[config.mk]
export PLATFORM = sky130hd
export DESIGN_NAME = axis_adc_frame_packer
export DESIGN_NICKNAME = d
export VERILOG_FILES = /design/src/rtl/adc_pkg.sv /design/src/rtl/adc_eoc_edge_detect.sv /design/src/rtl/axis_adc_frame_packer.sv
export SDC_FILE = /design/constraint.sdc
export NUM_CORES = 1
export LEC_CHECK = 0
export BUFFER_PORTS_ARGS = -buffer_cell sky130_fd_sc_hd__buf_4
export CAP_MARGIN = 20
export CORE_AREA = 2 2 137 139
export CTS_CLUSTER_SIZE = 24
export DETAILED_ROUTE_END_ITERATION = 10
export DIE_AREA = 0 0 139 141
export GPL_ROUTABILITY_DRIVEN = 0
export PLACE_DENSITY = 0.89
export SYNTH_ARGS = -nofsm -noshare
export SYNTH_HDL_FRONTEND = slang
export SYNTH_HIERARCHICAL = 1
export SYNTH_SLANG_ARGS = --single-unit
[constraint.sdc]
create_clock -name CLK100MHz -period 4.33 [get_ports CLK100MHz]
set_input_delay 0.866 -clock CLK100MHz [delete_from_list [all_inputs] [get_ports CLK100MHz]]
set_output_delay 0.866 -clock CLK100MHz [all_outputs]
set_load 0.05 [all_outputs]
[src/rtl/adc_pkg.sv]
// Shared constants, types and helpers for the AD7276 acquisition path.
// Word layout on the stream: [15:12] channel tag, [11:0] zero-extended sample.
package adc_pkg;

    localparam int CH_TAG_W       = 4;
    localparam int AXIS_W         = 16;
    localparam int SAMPLE_FIELD_W = 12;
    localparam int MAX_CH         = 2 ** CH_TAG_W;

    typedef enum logic {
        IDLE,
        STREAM
    } pack_state_t;

    function automatic bit params_ok(input int adc_length, input int num_ch);
        return (adc_length >= 1) && (adc_length <= SAMPLE_FIELD_W) &&
               (num_ch >= 2) && (num_ch <= MAX_CH);
    endfunction

    function automatic logic [AXIS_W-1:0] pack_word(
        input logic [CH_TAG_W-1:0]       tag,
        input logic [SAMPLE_FIELD_W-1:0] sample
    );
        return {tag, sample};
    endfunction

endpackage

[src/rtl/adc_eoc_edge_detect.sv]
// Registered rising-edge detector; the history bit resets high so a level
// already asserted when reset releases does not count as a fresh edge.
module adc_eoc_edge_detect (
    input  logic clk,
    input  logic rst,
    input  logic d,
    output logic rise
);

    logic d_q;

    // NOTE: sequential state uses non-blocking assignments so every flop
    // samples pre-edge values, independent of block ordering.
    always_ff @(posedge clk) begin
        if (rst) begin
            d_q <= 1'b1;
        end else begin
            d_q <= d;
        end
    end

    assign rise = d & ~d_q;

endmodule

[src/rtl/axis_adc_frame_packer.sv]
// Snapshots all ADC channels on an eoc rising edge and streams them as one
// AXI4-Stream packet of tagged 16-bit words, with frame and overrun counters.
module axis_adc_frame_packer
    import adc_pkg::*;
#(
    parameter int ADC_LENGTH = 12,
    parameter int ADC_QTD    = 8
) (
    input  logic                              CLK100MHz,
    input  logic                              ARESET,
    input  logic                              enable,
    input  logic [2*ADC_QTD*ADC_LENGTH-1:0]   adc_data,
    input  logic                              eoc,
    output logic [AXIS_W-1:0]                 m_axis_tdata,
    output logic                              m_axis_tvalid,
    input  logic                              m_axis_tready,
    output logic                              m_axis_tlast,
    output logic [15:0]                       frame_count,
    output logic [7:0]                        overrun_count,
    output logic                              busy
);

    localparam int NUM_CH = 2 * ADC_QTD;
    localparam logic [CH_TAG_W-1:0] LAST_CH = CH_TAG_W'(NUM_CH - 1);

    if (!params_ok(ADC_LENGTH, NUM_CH)) begin : g_param_check
        $error("axis_adc_frame_packer: ADC_LENGTH or channel count out of range");
    end

    pack_state_t                    state;
    logic [CH_TAG_W-1:0]            ch_idx;
    logic [NUM_CH*ADC_LENGTH-1:0]   snapshot;
    logic [SAMPLE_FIELD_W-1:0]      sample_ext;
    logic                           eoc_rise;
    logic                           cap_req;
    logic                           hs;
    logic                           last_hs;

    adc_eoc_edge_detect u_eoc_edge (
        .clk  (CLK100MHz),
        .rst  (ARESET),
        .d    (eoc),
        .rise (eoc_rise)
    );

    assign cap_req = eoc_rise & enable;
    assign busy    = (state == STREAM);
    assign hs      = busy & m_axis_tready;
    assign last_hs = hs & (ch_idx == LAST_CH);

    // NOTE: every always_comb output gets a default first so no path leaves
    // it unassigned and no latch is inferred.
    always_comb begin
        sample_ext = '0;
        for (int k = 0; k < NUM_CH; k++) begin
            if (ch_idx == CH_TAG_W'(k)) begin
                sample_ext[ADC_LENGTH-1:0] = snapshot[k*ADC_LENGTH +: ADC_LENGTH];
            end
        end
    end

    // Outputs follow snapshot/ch_idx directly, so they cannot move mid-stall.
    assign m_axis_tvalid = busy;
    assign m_axis_tlast  = busy & (ch_idx == LAST_CH);
    assign m_axis_tdata  = busy ? pack_word(ch_idx, sample_ext) : '0;

    // NOTE: the snapshot is an ordinary register bank, so it is reset with the
    // rest of the state; that keeps tdata at zero out of reset.
    always_ff @(posedge CLK100MHz) begin
        if (ARESET) begin
            state         <= IDLE;
            ch_idx        <= '0;
            snapshot      <= '0;
            frame_count   <= '0;
            overrun_count <= '0;
        end else begin
            case (state)
                IDLE: begin
                    if (cap_req) begin
                        snapshot <= adc_data;
                        ch_idx   <= '0;
                        state    <= STREAM;
                    end
                end
                STREAM: begin
                    if (last_hs) begin
                        frame_count <= frame_count + 16'd1;
                        ch_idx      <= '0;
                        // A capture landing on the closing beat chains the next packet.
                        if (cap_req) begin
                            snapshot <= adc_data;
                        end else begin
                            state <= IDLE;
                        end
                    end else begin
                        if (hs) begin
                            ch_idx <= ch_idx + 1'b1;
                        end
                        if (cap_req && (overrun_count != 8'hFF)) begin
                            overrun_count <= overrun_count + 8'd1;
                        end
                    end
                end
                default: begin
                    state <= IDLE;
                end
            endcase
        end
    end

endmodule

==> summary.md <==
| Metric | Value |
|---|---|
| First-pass GRT wire length | `51700 µm` |
| Worst-path fanout max | `33` |
| Clk root buf | `clkbuf_16` |
| Drt first pass iters | `6` |
| Cell row count | `50` |
| Final Slew Violations | `0` |
| Pint | `3390 µW` |
| H-tree depth | `1` |
| Relative slew margins | `46.9%` |
| Vias | `10900` |
| Startpoint Class | `register` |
| Sw Share | `22.4%` |
| Clk_skew | `0.0122 ns` |
| Final setup fails | `0` |
| Vias in the first global route | `10100` |
| Register area share after synthesis | `42.8%` |
| Register-to-Register Path Depth | `8` |
| WS Path Type | `register to output pin` |
| Origin of the critical flop-to-flop path | `ch_idx[0]` |
| Crit path time final | `4.21 ns` |
| Die area | `19600 µm²` |
| Seq pwr share | `48.4%` |
| Final worst setup slack | `0.119 ns` |
| Power density cells | `341 nW/µm²` |
| Synth Register Bits | `222` |
| Initial DRC count | `1550` |
| HPWL after DPL | `23600 µm` |
| Via density | `5.96` |
| DRC Markers | `0` |
| Total wire length | `33000 µm` |
| Syn Area/Cell | `7.29 µm²` |
| Worst hold endpoint | `snapshot[27]` |
| Pleak | `0.00464 µW` |
| I/O pin cnt | `240` |
| Async S/R FF share, synth | `0%` |
| ANT cells | `0` |
| Area delta synth->final | `23.5%` |
| Pin count of the biggest net entering global routing | `135` |
| Post-Syn Nets | `1626` |
| CP required | `3.46 ns` |
| Clock power frac | `44.7%` |
| FF-to-FF setup slack | `1.17 ns` |
| Period utilisation layout | `97.3%` |
| Setup bufs post-CTS | `0` |
| Worst slew pin tran | `0.796 ns` |
| Netlist cell types | `61` |
| Fin util | `70.2%` |
| Dpl ws | `0.649 ns` |
| Fin. Hold Viols | `0` |
| Clock-pin slew on the worst setup and hold paths | `0.06 ns` |
| Grt total ovfl | `0` |
| Unrepaired setup endpoints after global routing | `no` |
| Combinational power share | `7.0%` |
| Fillers | `1463` |
| Cells after Synth | `1423` |
| CTS max path bufs | `3` |
| Yosys warning count | `6` |
| Initial antenna violation count | `0` |
| Die Height | `141 µm` |
| Worst Hold Depth | `2` |
| Worst skew pair latency | `0.51 ns` |
| Critical path data arrival time | `3.34 ns` |
| Num CTS Buffers | `22` |
| Nets | `1786` |
| Sink Count | `222` |
| Starting Density | `56.8%` |
| Fmax | `0.237 GHz` |
| Total Negative Setup Slacks | `0 ns` |
| # Max-Cap Violations | `0` |
| Hold buffer count at cts | `0` |
| Fraction of layout cells with a size suffix above 1 | `19.1%` |
| Mapped cell area | `10400 µm²` |
| Avg WL per Cell | `18.0 µm` |
| Die W | `139 µm` |
| Global-route total usage across every layer | `32.3%` |
| Synth Flop Type | `dfxtp_1` |
| Status | `finished, final reports clean` |
| Routed Antenna Nets | `0` |
| HP Start | `snapshot[27]` |
| Placeable Area | `18300 µm²` |
| R2r endpoint | `snapshot[41]` |
| EDFF count, synth | `0` |
| Peak supply drop | `314 µV` |
| Hold Path Class | `register to register` |
| TritonCTS clock tree | `done` |
| Port Buf Inserts | `239` |
| Switching power | `979 µW` |
| CP Capture Type | `output pin` |
area by class of cell:
cell class / count / area (µm²) / area share [%]
sequential: 222 / 4440 / 34.7
clock inverter: 8 / 97.6 / 0.761
multi-input combinational: 1061 / 5310 / 41.4
inverter: 23 / 86.3 / 0.674
clock buffer: 32 / 639 / 4.99
tap: 234 / 293 / 2.28
timing repair buffer: 253 / 1950 / 15.2
per-stage QoR:
stage               instance area [µm²]  total power [µW]  hold WS [ns]  std cells
CTS                               12800              4370         0.455       1833
floorplan                         10400              2280         0.431       1423
global placement                  12000              2450         0.440       1793
finish                            12800              4370         0.454       1833
detailed placement                12000              2450         0.446       1793
global route                      12800              4480         0.472       1833
power by group through the flow:
stage / Clock (µW) / Sequential, µW / Combinational (µW)
final: 1950 / 2110 / 304
after global routing: 2030 / 2110 / 331
after CTS: 1960 / 2110 / 301
after detailed placement: 0 / 2160 / 298
after global placement: 0 / 2150 / 294
after floorplan: 0 / 2140 / 134
cell families (layout without fill, tap and decap cells):
family | Yosys count | count (layout) | share of synthesized area, %
simple gates | 622 | 622 | 26.0
compound gates | 411 | 411 | 22.1
xor+xnor | 21 | 21 | 1.77
flops | 222 | 222 | 42.8
fa+ha+maj | 6 | 6 | 0.723
mux | 1 | 1 | 0.0965
buf+inv | 140 | 316 | 6.55
critical path, stage by stage, from the launching register on:
cell	delay, ns
dfxtp_1	0.51
inv_1	0.18
ha_4	0.31
inv_2	0.34
o21ai_1	0.10
a21oi_1	0.23
o22ai_1	0.17
a2111oi_1	0.67
buf_4	0.32
Yosys cell counts, types with 8 or more instances:
cell type / count / area share [%]
o21ai_1: 16 / 0.77
buf_4: 24 / 1.7
nand2_1: 432 / 16
a21oi_1: 289 / 14
o22ai_1: 24 / 1.4
dfxtp_1: 222 / 43
nor2_1: 54 / 2.0
and2_1: 8 / 0.48
nor2b_1: 28 / 1.7
clkbuf_1: 41 / 1.5
nand3_1: 27 / 1.3
inv_1: 20 / 0.72
nor3_1: 13 / 0.63
nand2b_1: 9 / 0.54
xnor2_1: 16 / 1.4
o21ai_0: 25 / 1.2
buf_2: 45 / 2.2
and3_1: 8 / 0.48
cell usage in the layout, fill, tap and decap left out, types with 4 or more instances in the layout:
master,n
xor2_1,5
buf_4,248
nor2b_1,28
xnor2_1,16
o22ai_1,24
nand3_1,27
nor4_1,6
nand3b_1,6
clkbuf_16,23
buf_12,4
dfxtp_1,222
o21ai_1,16
inv_1,20
nor3b_1,4
or3_1,7
a32oi_1,7
nand2_1,431
nand2b_1,8
nor3_1,13
nor2_1,54
a31oi_1,5
and2_1,7
a21oi_1,289
nand4_1,7
and3_1,8
a2111oi_1,6
o21ai_0,25
clkbuf_1,6
flip-flops by register name (all words and copies together), names as in the netlist:
name and count:
frame_count 16, overrun_count 8, snapshot 192, busy 1, ch_idx 4, u_eoc_edge/d_q 1
what timing repair did:
item                                    CTS  global route
endpoints found under the setup margin    0             7
gates resized for setup                   0             5
endpoints found under the hold margin     0             0
metal layers:
layer / part of all wire (%) / GRT usage, % / vias to the layer above
met1: 39 / 41.5 / 5017
met3: 10 / 6.28 / 129
met5: 0 / 0 / -
met4: 4.3 / 13.0 / 0
met2: 47 / 53.7 / 649
li1: - / - / 5130
how the worst max path moves through the flow:
stage	slack, ns	to	from
finish	0.12	m_axis_tdata[7]	ch_idx[0]
global route	0.003	m_axis_tdata[8]	ch_idx[0]
CTS	0.13	m_axis_tdata[7]	ch_idx[0]
detailed placement	0.65	m_axis_tdata[7]	ch_idx[0]
global placement	0.75	m_axis_tdata[11]	ch_idx[0]
floorplan	0.25	m_axis_tdata[10]	ch_idx[0]
Power figures use the tool's default switching activity.
